[config.mk]
export PLATFORM = sky130hd
export DESIGN_NAME = note_sequencer
export DESIGN_NICKNAME = d
export VERILOG_FILES = /design/src/rtl/note_sequencer.sv
export SDC_FILE = /design/constraint.sdc
export NUM_CORES = 1
export LEC_CHECK = 0
export BUFFER_PORTS_ARGS = -buffer_cell sky130_fd_sc_hd__buf_2
export CAP_MARGIN = 20
export CELL_PAD_IN_SITES_DETAIL_PLACEMENT = 1
export CELL_PAD_IN_SITES_GLOBAL_PLACEMENT = 2
export CORE_MARGIN = 10
export CORE_UTILIZATION = 42
export DETAILED_ROUTE_END_ITERATION = 12
export GPL_ROUTABILITY_DRIVEN = 0
export PLACE_DENSITY = 0.75
export SETUP_SLACK_MARGIN = 0.05
export SLEW_MARGIN = 5
export SYNTH_ARGS = -nofsm -noshare
export SYNTH_HDL_FRONTEND = slang
export SYNTH_SLANG_ARGS = --single-unit
[constraint.sdc]
create_clock -name clk_div -period 3.15 [get_ports clk_div]
set_clock_uncertainty 0.15 [all_clocks]
set_input_delay 0.1575 -clock clk_div [delete_from_list [all_inputs] [get_ports clk_div]]
set_output_delay 0.1575 -clock clk_div [all_outputs]
set_load 0.02 [all_outputs]
[src/rtl/note_sequencer.sv]
`default_nettype none
// ============================================================================
//  Module   : note_sequencer
//  Purpose  : Pattern sequencer for one synthesizer channel. Plays a small
//             writable pattern memory of notes (pitch, waveform, duration,
//             rest flag) at a programmable tempo. Runs on the divided clock.
//  Ports    : clk_div, rst (sync, active-high)
//             start/stop pulses, loop mode, tick_len (cycles per tick)
//             wr_en/wr_addr/wr_data : pattern memory write port
//                 wr_data = {rest[19], waveform[18:17], dur[16:12], pitch[11:0]}
//             pitch, waveform, mute : registered channel controls
//             busy, step_idx, note_strobe, done : status
//  Options  : SEQ_GATE_GAP_EN - mute the final tick of notes with dur>=2
//  Revision : 1.0 - initial release
// ============================================================================
module note_sequencer #(
    parameter int DEPTH  = 16,
    parameter int TICK_W = 16,
    parameter int IW     = $clog2(DEPTH)
) (
    input  logic              clk_div,
    input  logic              rst,
    input  logic              start,
    input  logic              stop,
    input  logic              loop,
    input  logic [TICK_W-1:0] tick_len,
    input  logic              wr_en,
    input  logic [IW-1:0]     wr_addr,
    input  logic [19:0]       wr_data,
    output logic [11:0]       pitch,
    output logic [1:0]        waveform,
    output logic              mute,
    output logic              busy,
    output logic [IW-1:0]     step_idx,
    output logic              note_strobe,
    output logic              done
);

    localparam logic [1:0] c_IDLE  = 2'd0;
    localparam logic [1:0] c_FETCH = 2'd1;
    localparam logic [1:0] c_PLAY  = 2'd2;

    logic [1:0]        r_state;
    logic [IW-1:0]     r_idx;
    logic [TICK_W-1:0] r_tick_cnt;
    logic [TICK_W-1:0] r_tlen;
    logic [4:0]        r_dur_cnt;
    logic [4:0]        r_dur;

    // Pattern memory: deliberately not reset so contents survive rst.
    logic [19:0] r_mem [DEPTH];

    always_ff @(posedge clk_div) begin
        if (wr_en) begin
            r_mem[wr_addr] <= wr_data;
        end
    end

    // The entry is read during FETCH and captured at the FETCH edge; a write
    // to the same address on that edge lands afterwards, so old data is seen.
    logic [19:0] w_entry;
    logic        w_rest;
    logic [1:0]  w_wave;
    logic [4:0]  w_dur;
    logic [11:0] w_pitch;
    logic        w_tick_last;
    logic        w_dur_last;
    logic        w_gap_enter;

    assign w_entry     = r_mem[r_idx];
    assign w_rest      = w_entry[19];
    assign w_wave      = w_entry[18:17];
    assign w_dur       = w_entry[16:12];
    assign w_pitch     = w_entry[11:0];
    assign w_tick_last = (r_tick_cnt == r_tlen - TICK_W'(1));
    assign w_dur_last  = (r_dur_cnt == r_dur - 5'd1);

`ifdef SEQ_GATE_GAP_EN
    // Edge that enters the final tick: mute is registered, so it must be
    // raised one edge early to cover the whole last tick.
    assign w_gap_enter = w_tick_last && (r_dur >= 5'd2) && (r_dur_cnt == r_dur - 5'd2);
`else
    assign w_gap_enter = 1'b0;
`endif

    assign step_idx = r_idx;

    always_ff @(posedge clk_div) begin
        if (rst) begin
            r_state     <= c_IDLE;
            r_idx       <= '0;
            r_tick_cnt  <= '0;
            r_tlen      <= TICK_W'(1);
            r_dur_cnt   <= '0;
            r_dur       <= '0;
            pitch       <= '0;
            waveform    <= '0;
            mute        <= 1'b1;
            busy        <= 1'b0;
            note_strobe <= 1'b0;
            done        <= 1'b0;
        end else begin
            note_strobe <= 1'b0;
            done        <= 1'b0;
            if (stop) begin
                // stop has priority over start and over end-of-pattern done
                r_state <= c_IDLE;
                busy    <= 1'b0;
                mute    <= 1'b1;
            end else begin
                case (r_state)
                    c_IDLE: begin
                        mute <= 1'b1;
                        if (start) begin
                            r_state <= c_FETCH;
                            r_idx   <= '0;
                            busy    <= 1'b1;
                        end
                    end
                    c_FETCH: begin
                        if (w_dur == 5'd0) begin
                            if (loop && (r_idx != '0)) begin
                                r_idx <= '0;
                            end else begin
                                r_state <= c_IDLE;
                                busy    <= 1'b0;
                                mute    <= 1'b1;
                                done    <= 1'b1;
                            end
                        end else begin
                            r_state     <= c_PLAY;
                            pitch       <= w_pitch;
                            waveform    <= w_wave;
                            mute        <= w_rest;
                            r_dur       <= w_dur;
                            r_tlen      <= (tick_len == '0) ? TICK_W'(1) : tick_len;
                            r_tick_cnt  <= '0;
                            r_dur_cnt   <= '0;
                            note_strobe <= 1'b1;
                        end
                    end
                    c_PLAY: begin
                        if (w_tick_last) begin
                            r_tick_cnt <= '0;
                            if (w_dur_last) begin
                                r_state <= c_FETCH;
                                r_idx   <= r_idx + IW'(1);
                            end else begin
                                r_dur_cnt <= r_dur_cnt + 5'd1;
                            end
                        end else begin
                            r_tick_cnt <= r_tick_cnt + TICK_W'(1);
                        end
                        if (w_gap_enter) begin
                            mute <= 1'b1;
                        end
                    end
                    default: begin
                        r_state <= c_IDLE;
                        busy    <= 1'b0;
                        mute    <= 1'b1;
                    end
                endcase
            end
        end
    end

endmodule
`default_nettype wire

======== After elaboration in Yosys (flattened, before gate mapping) ========
Memory sizes are Yosys's and may differ from the RTL's. A register that Yosys moved wholly into a read port is not among the register bits.
Cells that the tools add are included.
word-level totals
  bits in read-only memories .............. 0
  memories kept ........................... 1
  register bits after elaboration ......... 66
  word-level logic and storage cells ...... 85
  input port bits ......................... 46
  bits in latches ......................... 0
  bits in writable memories ............... 320
memory list
  memory  words  bits a word  rd ports  clocked after Yosys merged registers in  wr ports  RTL line  RTL
  r_mem   16     20           1         1                                        1         51        logic [19:0] r_mem [DEPTH];
operators by class
  shift operators ......................... 0
  muxes and demuxes ....................... 33
  reduce and logical (&&, ||, !) cells .... 17
  div/mod/pow operators ................... 0
  order comparisons ....................... 0
  multiply operators ...................... 0
  add/subtract/negate cells ............... 5
  bitwise gates (word level) .............. 4
  equal/unequal tests ..................... 13
operators by type and width
  kind                                                count
  2-to-1 mux 16 bit                                   3
  case mux 16 bit (2 select lines)                    1
  2-to-1 mux 4 bit                                    7
  adder 16 x 1 -> 16 bit, second input constant       1
  == test 16 bit                                      1
  zero test 16 bit                                    1
  != test 2 bit, second input constant                8
  subtractor 16 x 1 -> 16 bit, second input constant  1
  2-to-1 mux 5 bit                                    3
  case mux 4 bit (3 select lines)                     1
  2-to-1 mux 2 bit                                    5
  case mux 5 bit (2 select lines)                     1
  2-to-1 mux 1 bit                                    9
  AND reduction 4 bit                                 2
  AND reduction 7 bit                                 1
  case mux 2 bit (3 select lines)                     1
  AND reduction 3 bit                                 2
  adder 5 x 1 -> 5 bit, second input constant         1
  == test 5 bit                                       1
  zero test 5 bit                                     1
  AND reduction 5 bit                                 1
  subtractor 5 x 1 -> 5 bit, second input constant    1
  adder 4 x 1 -> 4 bit, second input constant         1
  NOT 1 bit                                           4
  14 further kinds                                    14

======== Longest topological paths before layout ========
Gate-level depths: netlist of the first run.
  word-level depth ........................ 7
  mapped depth ............................ 13

======== Worst setup path after synthesis of the first run ========
No wires, ideal clock.
  kind .................................... reg-to-reg
  start ................................... reg r_tlen[0]
  end ..................................... reg (tool-made name)
  cell stages (with the launch flop) ...... 14
  arrival ................................. 3.129 ns
  buffers on the path ..................... 3
  clock period less this slack ............ 3.366 ns
  slack ................................... -0.216 ns
  cells stage by stage .................... dfxtp_1 -> clkbuf_1 -> inv_1 -> ha_1 -> buf_2 -> or4b_4 -> or3_1 -> a211o_1 -> a21o_1 -> a2111oi_4 -> nand2_1 -> or3_1 -> buf_2 -> o31ai_1
RTL lines
  what                    RTL line  RTL
  from (decl)             46        logic [TICK_W-1:0] r_tlen;
  from (signal assigned)  136       r_tlen <= (tick_len == '0) ? TICK_W'(1) : tick_len;

==> results by group, run 1 <==
Logic synthesis
  • Synth Net Count: around 1000
  • Fraction of the yosys area taken by sequential cells: a little over two thirds
  • Netlist area before placement: roughly 0.016 mm^2
  • Dominant register cell in the synthesized netlist: sky130_fd_sc_hd__edfxtp_1
  • Async SR Flop Fraction: 0%
  • Synthesized netlist cell count: 955
  • Leading cell types by total area after synthesis: sky130_fd_sc_hd__edfxtp_1, sky130_fd_sc_hd__mux4_2, sky130_fd_sc_hd__dfxtp_1
  • Average instance area after synthesis: 16.5 um^2
  • Distinct cell type count after synthesis: 61
  • Post-synthesis sequential element count: 390
  • Post-synth top area share: 60.9%
  • Number of flops mapped to enable cells by yosys: 320
  • Largest area contributor in the synthesized netlist: sky130_fd_sc_hd__edfxtp_1
  • Total number of yosys warnings: 0

Clock tree
  • TritonCTS buffer count: 42
  • Clock root cell: sky130_fd_sc_hd__clkbuf_16
  • H-tree level count: 2
  • Worst-Skew Late Latency: 0.55 ns
  • Number of sinks on the clock net: 390
  • Clock slew seen by the registers of the worst setup and hold paths: 0.06 ns
  • CTS tree: done
  • Largest buffer count on any clock path: 3

Global route
  • Met1 routing resource usage after global routing: about 23%
  • Via count of the first global-routing pass: 9854
  • Met2 track demand over resource in global routing: 30.6%
  • Global-route total usage across every layer: between 15 and 20%
  • First-pass GRT wire length: 60500 um
  • Remaining Overflow, GRT: 0
  • Largest net degree at the start of global routing: 50
  • Most heavily used metal layer in global routing: met2
  • Met3 global-route usage: 2.53%
  • Initial antenna violation count: 1

Detailed routing
  • Routed len/inst: 23.9 um
  • Initial drt markers: 552
  • Via count: 9027
  • Total length of routed wires: between 30000 and 40000 um
  • Per-cell via count in the routed design: about 5.5
  • Antenna-violating nets left: 0
  • DR pass1 iterations: 5
  • Residual DRC count: 0

Layout
  • End-of-flow core utilization: 51.6%
  • Leading cell type in the layout, fill and taps excluded: sky130_fd_sc_hd__edfxtp_1
  • Post-layout net count: about 1200
  • Post-route cell area: ~0.019 mm^2
  • Layout overhead on the synthesized area: 20.7%
  • Fraction of layout cells with a size suffix above 1: 28.3%
  • Top library cells by usage in the layout, fill and taps aside: sky130_fd_sc_hd__edfxtp_1, sky130_fd_sc_hd__nand2_1, sky130_fd_sc_hd__mux4_2, sky130_fd_sc_hd__dfxtp_1, sky130_fd_sc_hd__buf_2

Timing
  • Final number of max-transition violations: 0
  • Slew headroom: 42.3%
  • Least-Margin Pin Slew: 0.864 ns
  • RSZ-0062 raised after global routing: true
  • Final Hold Viols: 0
  • Final Setup Violations: 0
  • Maximum clock rate: 0.321 GHz
  • Final cycle utilization of the critical path: 98.8%
  • Setup Total Neg Slack: 0 ns
  • Final min period: 3.11 ns

Setup path
  • Crit Path Class: reg2reg
  • Arrival time of the worst setup path: 3.42 ns
  • Critical Path Start: r_tlen[0]$_SDFFE_PP1P_
  • Critical Path Sink Type: flip-flop
  • Critical path required time: around 3.5 ns
  • Peak fanout along the critical path: 5
  • Reg2reg start: r_tlen[0]$_SDFFE_PP1P_
  • Startpoint kind of the worst setup timing path: flip-flop

Hold path
  • Worst min-delay path class: in2reg
  • Start point of the worst hold path: wr_addr[1]

Placed design
  • Half-perimeter wire length after detailed placement: 24700 um
  • Number of buffer cells added on primary ports: 67
  • Post-Place Cell Area: 0.0172 mm^2

Floorplanning
  • Width of the die: approximately 210 um
  • I/O pin count: 68
  • Die Outline Area: 0.0457 mm^2
  • Height of the die: around 210 um
  • Std-Cell Core Area: 0.0369 mm^2
  • Starting utilization of the core area: 42.8%
  • Core Rows: 70

Power
  • Power per unit of standard cell area: between 500 and 600 mW/mm^2
  • Maximum resistive drop on vdd: roughly 0.42 mV
  • LEAKAGE: 6.14 nW

Run
  • Max_cap viols: 0

Status
  • Result of the run: completed
[synth_stat cells, types with 4 or more instances]
| library cell | count |
|---|---|
| sky130_fd_sc_hd__a21o_1 | 4 |
| sky130_fd_sc_hd__a21oi_1 | 48 |
| sky130_fd_sc_hd__a22oi_1 | 11 |
| sky130_fd_sc_hd__and3_1 | 5 |
| sky130_fd_sc_hd__buf_1 | 6 |
| sky130_fd_sc_hd__buf_2 | 6 |
| sky130_fd_sc_hd__clkbuf_1 | 35 |
| sky130_fd_sc_hd__dfxtp_1 | 70 |
| sky130_fd_sc_hd__edfxtp_1 | 320 |
| sky130_fd_sc_hd__ha_1 | 6 |
| sky130_fd_sc_hd__inv_1 | 10 |
| sky130_fd_sc_hd__mux4_2 | 95 |
| sky130_fd_sc_hd__nand2_1 | 99 |
| sky130_fd_sc_hd__nand2b_1 | 4 |
| sky130_fd_sc_hd__nand3_1 | 13 |
| sky130_fd_sc_hd__nand3b_1 | 8 |
| sky130_fd_sc_hd__nand4_1 | 8 |
| sky130_fd_sc_hd__nand4b_1 | 6 |
| sky130_fd_sc_hd__nor2_1 | 49 |
| sky130_fd_sc_hd__nor2b_1 | 8 |
| sky130_fd_sc_hd__nor3_1 | 17 |
| sky130_fd_sc_hd__nor4_1 | 11 |
| sky130_fd_sc_hd__o21ai_0 | 11 |
| sky130_fd_sc_hd__o31ai_1 | 4 |
| sky130_fd_sc_hd__or3_1 | 10 |
| sky130_fd_sc_hd__xnor2_1 | 26 |
| sky130_fd_sc_hd__xor2_1 | 12 |
[report_power, final]
part	leakage, nW	internal, mW	switching (mW)	total, mW
Combinational	2.04	0.163	0.247	0.410
Clock	0.641	2.72	2.01	4.73
Sequential	3.46	5.67	0.0337	5.70
[repair_timing]
item                                   4_1_cts  5_1_grt
pin swaps                                    0        2
resized for setup                            7       16
cloned                                       0        0
hold buffers                                41        0
setup endpoints to repair                    8       64
endpoints found under the hold margin      353        0
setup buffers                                2        4
[critical path, stage by stage, from the launching register on]
cell	delay (ns)
sky130_fd_sc_hd__dfxtp_2	0.33
sky130_fd_sc_hd__inv_4	0.05
sky130_fd_sc_hd__ha_4	0.12
sky130_fd_sc_hd__or4b_4	0.48
sky130_fd_sc_hd__or3_4	0.35
sky130_fd_sc_hd__a211o_1	0.23
sky130_fd_sc_hd__a21o_1	0.18
sky130_fd_sc_hd__a2111oi_4	0.37
sky130_fd_sc_hd__a31oi_1	0.13
sky130_fd_sc_hd__buf_4	0.17
sky130_fd_sc_hd__or3_4	0.41
sky130_fd_sc_hd__o31ai_4	0.06
[layout make-up]
type,count,area [um^2]
Tap cell,504,631
Clock inverter,21,211
Multi-Input combinational cell,507,4700
Inverter,10,40.0
Sequential cell,390,11000
Timing Repair Buffer,167,1310
Fill cell,3478,17800
Clock buffer,54,1130
Antenna cell,1,2.50
[flip-flops by register name (all words and copies together) (netlist names), 2 cells and up, named ones only]
register,cells
waveform,2
r_dur,5
r_tick_cnt,16
step_idx,4
r_mem,320
r_dur_cnt,5
r_tlen,16
pitch,12
r_state,2
[per-layer routing]
layer	up-vias	wire length, um	share of wire, %
met3	67	1870	4.7
met2	212	19900	50
li1	4093	-	-
met5	-	0	0
met1	4655	16800	43
met4	0	892	2.3
[per-stage QoR]
| stage | setup WS [ns] | hold WS, ns | total power [mW] | instances |
|---|---|---|---|---|
| final | 0.0376 | 0.0743 | 10.8 | 1654 |
| after global routing | -0.0927 | 0.0821 | 11.2 | 1654 |
| after CTS | 0.0126 | 0.0632 | 10.9 | 1649 |
| after detailed placement | -0.0803 | 0.259 | 6.18 | 1531 |
| after global placement | 0.0123 | 0.260 | 6.16 | 1531 |
| after floorplan | -0.0934 | 0.106 | 5.98 | 955 |
[cell families after synthesis]
| logic type | share of synthesized area, % |
|---|---|
| multiplexers | 13.7 |
| buffers and inverters | 1.47 |
| XOR/XNOR | 2.11 |
| flip-flops | 69.8 |
| adder cells (fa/ha/maj) | 0.476 |
| AND/OR/NAND/NOR | 8.07 |
| AO/OA/AOI/OAI | 4.40 |
[worst paths after layout]
path                                 end  slack (ns)  depth (start not counted)
setup / recovery               flip-flop        0.04                         11
hold / removal    r_mem[8][12]$_DFFE_PP_        0.07                          3
setup reg to reg               flip-flop        0.04                         11
hold reg to reg    pitch[1]$_SDFFE_PP0P_        0.30                          2
No activity file was read; power rests on OpenSTA's default activity.
==> run 2: changes to the inputs <==
--- a/config.mk
+++ b/config.mk
@@ -10,10 +10,10 @@
 export CELL_PAD_IN_SITES_DETAIL_PLACEMENT = 1
 export CELL_PAD_IN_SITES_GLOBAL_PLACEMENT = 2
 export CORE_MARGIN = 10
-export CORE_UTILIZATION = 42
+export CORE_UTILIZATION = 40
 export DETAILED_ROUTE_END_ITERATION = 12
 export GPL_ROUTABILITY_DRIVEN = 0
-export PLACE_DENSITY = 0.75
+export PLACE_DENSITY = 0.8
 export SETUP_SLACK_MARGIN = 0.05
 export SLEW_MARGIN = 5
 export SYNTH_ARGS = -nofsm -noshare
==> results by group, run 2 (synthesis gave the netlist of run 1 again) <==
Placed design
  • Number of cells after detailed placement: 1554
  • Pre-CTS setup slack: -0.123 ns
  • Post-Place Cell Area: 0.0172 mm^2
  • Number of buffer cells added on primary ports: 67
  • Half-perimeter wire length after detailed placement: around 26000 um

Detailed routing
  • Per-cell via count in the routed design: 5.47
  • Residual DRC count: 0
  • Initial drt markers: 790
  • Routed len/inst: 24.3 um
  • DR pass1 iterations: 5
  • Total length of routed wires: 40800 um
  • Via count: 9165
  • Antenna-violating nets left: 0

Global route
  • Initial antenna violation count: 2
  • Remaining Overflow, GRT: 0
  • Largest net degree at the start of global routing: 31
  • First-pass GRT wire length: between 60000 and 70000 um
  • Via count of the first global-routing pass: 9905
  • Global-route total usage across every layer: 17.1%

Layout
  • Sequential cell area in the final layout: 0.0110 mm^2
  • Leading cell type in the layout, fill and taps excluded: sky130_fd_sc_hd__edfxtp_1
  • Layout overhead on the synthesized area: 21.0%
  • Combined area of the multi-input logic cells: 0.00475 mm^2
  • Max reg flops: 320
  • Post-route cell area: about 0.019 mm^2
  • Top library cells by usage in the layout, fill and taps aside: sky130_fd_sc_hd__edfxtp_1, sky130_fd_sc_hd__nand2_1, sky130_fd_sc_hd__mux4_2, sky130_fd_sc_hd__buf_2, sky130_fd_sc_hd__dfxtp_1
  • Post-layout net count: roughly 1200
  • Fraction of layout cells with a size suffix above 1: 28.9%
  • Register name with the most flops: r_mem
  • Fill count: ~3700
  • Biggest registers after layout: r_mem: 320 flops, r_tick_cnt: 16 flops, r_tlen: 16 flops
  • Post-route non-filler standard cell count: 1675

Setup path
  • Critical Path Sink Type: flip-flop
  • Critical Path Start: r_tlen[0]$_SDFFE_PP1P_
  • Worst Reg2Reg Path Length in Cells: 11
  • Crit Path Class: reg2reg
  • Worst reg2reg setup slack: roughly 0.028 ns
  • Arrival time of the worst setup path: 3.44 ns
  • Peak fanout along the critical path: 6
  • Critical path required time: 3.47 ns
  • Reg2reg start: r_tlen[0]$_SDFFE_PP1P_
  • Startpoint kind of the worst setup timing path: flip-flop

Clock tree
  • Number of sinks on the clock net: 390
  • H-tree level count: 2
  • Worst-Skew Late Latency: 0.56 ns
  • TritonCTS buffer count: between 40 and 50
  • Clock slew seen by the registers of the worst setup and hold paths: 0.06 ns
  • CTS tree: done
  • Clock root cell: sky130_fd_sc_hd__clkbuf_16
  • Largest buffer count on any clock path: 3

Status
  • Result of the run: completed

Floorplanning
  • Std-Cell Core Area: 0.0388 mm^2
  • Starting utilization of the core area: 40.6%
  • Height of the die: 219 um
  • I/O pin count: 68
  • Width of the die: 219 um
  • Core Rows: 72
  • Die Outline Area: 0.0478 mm^2

Timing
  • Maximum clock rate: 0.320 GHz
  • Least-Margin Pin Slew: between 0.6 and 0.7 ns
  • Final Setup Violations: 0
  • Final Hold Viols: 0
  • Final min period: 3.12 ns
  • Worst hold slack: 0.0550 ns
  • Post-layout worst setup margin: roughly 0.028 ns
  • Slew headroom: between 50% and 60%
  • RSZ-0062 raised after global routing: true
  • Final number of max-transition violations: 0
  • Final cycle utilization of the critical path: roughly 99%

Hold path
  • Worst-case hold path end point: r_mem[8][15]$_DFFE_PP_
  • Start point of the worst hold path: wr_addr[0]
  • Worst min-delay path class: in2reg
  • Cell depth of the worst hold path: 3

Run
  • Max_cap viols: 0

Power
  • Power per unit of standard cell area: around 570 mW/mm^2
  • Total power of the final layout: 10.8 mW
  • Maximum resistive drop on vdd: 0.437 mV
  • LEAKAGE: approximately 6.2 nW
-- run 2: cell types whose count changed in the layout (fill, tap and decap cells not counted), moves of 3 or more --
cell	previous run	this run
sky130_fd_sc_hd__buf_12	10	5
sky130_fd_sc_hd__buf_4	49	59
sky130_fd_sc_hd__buf_6	0	3
sky130_fd_sc_hd__clkinv_1	8	12
-- run 2: layout make-up --
class / count / share of cell area (%)
well taps: 518 / 3.40
repair buffers: 174 / 6.96
inverters: 10 / 0.210
multi-input cells: 507 / 24.9
flip-flops and latches: 390 / 57.7
clock buffers: 53 / 5.72
clock inverters: 22 / 1.07
diodes: 1 / 0.0131
-- run 2: how the worst max path moves through the flow --
stage          slack (ns)  depth (start not counted)                       end
6_report             0.03                         11                 flip-flop
2_1_floorplan       -0.09                         13                 flip-flop
4_1_cts              0.03                         11                 flip-flop
3_5_place_dp        -0.12                         10                 flip-flop
3_3_place_gp        -0.04                         10  step_idx[3]$_SDFFE_PP0P_
5_1_grt             -0.10                         11                 flip-flop
-- run 2: critical path, cell delays in order, from the launching register on --
cell and delay, ns:
sky130_fd_sc_hd__dfxtp_2 0.33, sky130_fd_sc_hd__inv_4 0.05, sky130_fd_sc_hd__ha_4 0.12, sky130_fd_sc_hd__or4b_4 0.48
sky130_fd_sc_hd__or3_4 0.34, sky130_fd_sc_hd__a211o_1 0.23, sky130_fd_sc_hd__a21o_1 0.18, sky130_fd_sc_hd__a2111oi_4 0.27
sky130_fd_sc_hd__buf_4 0.20, sky130_fd_sc_hd__nand2_2 0.05, sky130_fd_sc_hd__or3_4 0.43, sky130_fd_sc_hd__o31ai_4 0.19
-- run 2: metrics by stage --
step / utilization, % / TNS (ns)
after floorplan: - / -0.499
after global placement: 44.2 / -0.113
after detailed placement: 44.2 / -0.514
after CTS: 48.7 / 0
after global routing: 49.1 / -0.702
final: 49.2 / 0
-- run 2: power breakdown --
part	total, mW	leakage [nW]	switching (mW)	internal (mW)
clock network	4.68	0.617	1.97	2.71
registers	5.71	3.46	0.0364	5.67
logic	0.435	2.08	0.261	0.174
-- run 2: repair_timing --
action                                 in CTS  in global routing
buffers inserted                            2                  2
pin swaps                                   6                  9
hold buffers                               39                  0
endpoints found under the hold margin     346                  0
gates cloned                                0                  2
gates resized for setup                     8                 28
setup endpoints to repair                   8                 65
-- run 2: per-layer routing --
metal | global-route usage [%] | vias to the layer above | share of wire (%)
met2 | 29.1 | 239 | 51
met3 | 3.52 | 53 | 5.3
met1 | 21.8 | 4765 | 42
met5 | 0 | - | 0.032
li1 | - | 4106 | -
met4 | 4.67 | 2 | 1.8
==> run 3: changes to the inputs <==
--- a/config.mk
+++ b/config.mk
@@ -10,10 +10,11 @@
 export CELL_PAD_IN_SITES_DETAIL_PLACEMENT = 1
 export CELL_PAD_IN_SITES_GLOBAL_PLACEMENT = 2
 export CORE_MARGIN = 10
-export CORE_UTILIZATION = 40
+export CORE_UTILIZATION = 42
+export CTS_CLUSTER_SIZE = 12
 export DETAILED_ROUTE_END_ITERATION = 12
 export GPL_ROUTABILITY_DRIVEN = 0
-export PLACE_DENSITY = 0.8
+export PLACE_DENSITY = 0.83
 export SETUP_SLACK_MARGIN = 0.05
 export SLEW_MARGIN = 5
 export SYNTH_ARGS = -nofsm -noshare
==> results by group, run 3 (synthesis gave the netlist of run 1 again) <==
Clock tree
  • Largest buffer count on any clock path: 3
  • Worst-Skew Late Latency: 0.56 ns
  • TritonCTS buffer count: 42
  • CTS tree: done
  • Clock root cell: sky130_fd_sc_hd__clkbuf_16
  • Clock slew seen by the registers of the worst setup and hold paths: approximately 0.060 ns
  • Number of sinks on the clock net: 390
  • H-tree level count: 2

Floorplanning
  • Die Outline Area: 0.0457 mm^2
  • Height of the die: 214 um
  • I/O pin count: 68
  • Starting utilization of the core area: 42.8%
  • Width of the die: 214 um
  • Core Rows: 70
  • Std-Cell Core Area: 0.0369 mm^2

Layout
  • Post-route non-filler standard cell count: 1652
  • Sequential cell area in the final layout: between 0.01 and 0.015 mm^2
  • Leading cell type in the layout, fill and taps excluded: sky130_fd_sc_hd__edfxtp_1
  • Fraction of layout cells with a size suffix above 1: about 29%
  • Top library cells by usage in the layout, fill and taps aside: sky130_fd_sc_hd__edfxtp_1, sky130_fd_sc_hd__nand2_1, sky130_fd_sc_hd__mux4_2, sky130_fd_sc_hd__dfxtp_1, sky130_fd_sc_hd__buf_2
  • Biggest registers after layout: r_mem: 320 flops, r_tick_cnt: 16 flops, r_tlen: 16 flops
  • Layout overhead on the synthesized area: 21.1%
  • Max reg flops: 320
  • Fill count: 3466
  • Register name with the most flops: r_mem
  • Post-route cell area: 0.0191 mm^2
  • Post-layout net count: 1175
  • Combined area of the multi-input logic cells: 0.00475 mm^2

Setup path
  • Arrival time of the worst setup path: 3.44 ns
  • Critical path required time: 3.46 ns
  • Worst Reg2Reg Path Length in Cells: 11
  • Startpoint kind of the worst setup timing path: flip-flop
  • Peak fanout along the critical path: 6
  • Critical Path Sink Type: flip-flop
  • Crit Path Class: reg2reg

Power
  • Clock network fraction of design power: between 40% and 50%
  • LEAKAGE: 6.18 nW
  • Power per unit of standard cell area: 568 mW/mm^2
  • Maximum resistive drop on vdd: 0.448 mV
  • Switching Share: 20.8%
  • Total power of the final layout: 10.9 mW
  • Internal power contribution: about 8.6 mW
  • Psw: 2.26 mW
  • Combinational fraction of design power: 4.0%
  • Sequential Power Share: between 50% and 60%

Hold path
  • Cell depth of the worst hold path: 4
  • Worst min-delay path class: in2reg

Global route
  • First-pass GRT wire length: between 60000 and 70000 um
  • Via count of the first global-routing pass: a little under 10000
  • Initial antenna violation count: 2
  • Remaining Overflow, GRT: 0
  • Global-route total usage across every layer: between 10% and 20%
  • Largest net degree at the start of global routing: 43

Run
  • Max_cap viols: 0

Timing
  • Maximum clock rate: between 0.3 and 0.4 GHz
  • Final Setup Violations: 0
  • Final Hold Viols: 0
  • RSZ-0062 raised after global routing: true
  • Final number of max-transition violations: 0
  • Slew headroom: roughly half
  • Final min period: ~3.1 ns
  • Final cycle utilization of the critical path: 99.4%
  • Least-Margin Pin Slew: 0.768 ns
  • Post-layout worst setup margin: 0.0179 ns

Detailed routing
  • Routed len/inst: roughly 24 um
  • Per-cell via count in the routed design: ~5.6
  • Total length of routed wires: between 40000 and 50000 um
  • DR pass1 iterations: 5
  • Residual DRC count: 0
  • Antenna-violating nets left: 0
  • Via count: 9294
  • Initial drt markers: ~740

Placed design
  • Pre-CTS setup slack: -0.127 ns
  • Half-perimeter wire length after detailed placement: 24900 um
  • Number of cells after detailed placement: roughly 1500
  • Post-Place Cell Area: ~0.017 mm^2
  • Number of buffer cells added on primary ports: 67

Status
  • Result of the run: completed
[run 3: changes by cell type in the layout (fill, tap and decap cells not counted), sizes merged]
cell / previous run / this run
buf: 134 / 131
clkinv: 15 / 11
clkinvlp: 3 / 0
inv: 11 / 12
[run 3: layer usage]
layer	track usage, %	vias up	routed length, um
met1	23.3	4867	16900
li1	-	4107	-
met3	2.99	50	2290
met2	29.0	268	20000
met5	0	-	13
met4	4.60	2	807
[run 3: what timing repair did]
action / CTS / global route
pin swaps: 6 / 7
resized for setup: 11 / 25
setup buffers: 2 / 8
hold endpoints to repair: 348 / 0
cloned: 0 / 3
setup endpoints to repair: 9 / 64
hold buffers: 39 / 0
[run 3: final timing paths]
path	from	to	slack, ns
min reg2reg	pitch[4]$_SDFFE_PP0P_	pitch[4]$_SDFFE_PP0P_	0.31
min	loop	done$_SDFF_PP0_	0.06
max reg2reg	r_tlen[0]$_SDFFE_PP1P_	step_idx[3]$_SDFFE_PP0P_	0.02
max	r_tlen[0]$_SDFFE_PP1P_	step_idx[3]$_SDFFE_PP0P_	0.02
[run 3: final cells by class]
class                           count  area share [%]
Timing Repair Buffer              172            7.13
Inverter                           10           0.209
Antenna cell                        1          0.0131
Tap cell                          504            3.30
Multi-Input combinational cell    507            24.9
Clock inverter                     16            1.02
Sequential cell                   390            57.6
Clock buffer                       52            5.81
[run 3: through the flow]
stage	utilization [%]	TNS (ns)	hold WS (ns)
6_report	51.8	0	0.0636
5_1_grt	51.8	-0.803	0.0987
4_1_cts	51.1	-0.0471	0.0485
3_5_place_dp	46.3	-0.602	0.244
3_3_place_gp	46.3	-0.319	0.241
2_1_floorplan	-	-0.499	0.106
[run 3: power by group through the flow]
stage	sequential, mW	clock (mW)	combinational [mW]
2_1_floorplan	5.81	0	0.167
3_3_place_gp	5.80	0	0.353
3_5_place_dp	5.82	0	0.367
4_1_cts	5.71	4.81	0.421
5_1_grt	5.71	5.02	0.475
6_report	5.71	4.71	0.436
[run 3: worst max-delay path, stage by stage (launching register included)]
cell                        delay, ns
sky130_fd_sc_hd__dfxtp_2         0.33
sky130_fd_sc_hd__inv_4           0.05
sky130_fd_sc_hd__ha_4            0.12
sky130_fd_sc_hd__or4b_4          0.48
sky130_fd_sc_hd__or3_4           0.35
sky130_fd_sc_hd__a211o_1         0.23
sky130_fd_sc_hd__a21o_1          0.18
sky130_fd_sc_hd__a2111oi_4       0.28
sky130_fd_sc_hd__buf_4           0.20
sky130_fd_sc_hd__nand2_2         0.06
sky130_fd_sc_hd__or3_4           0.43
sky130_fd_sc_hd__o31ai_2         0.18
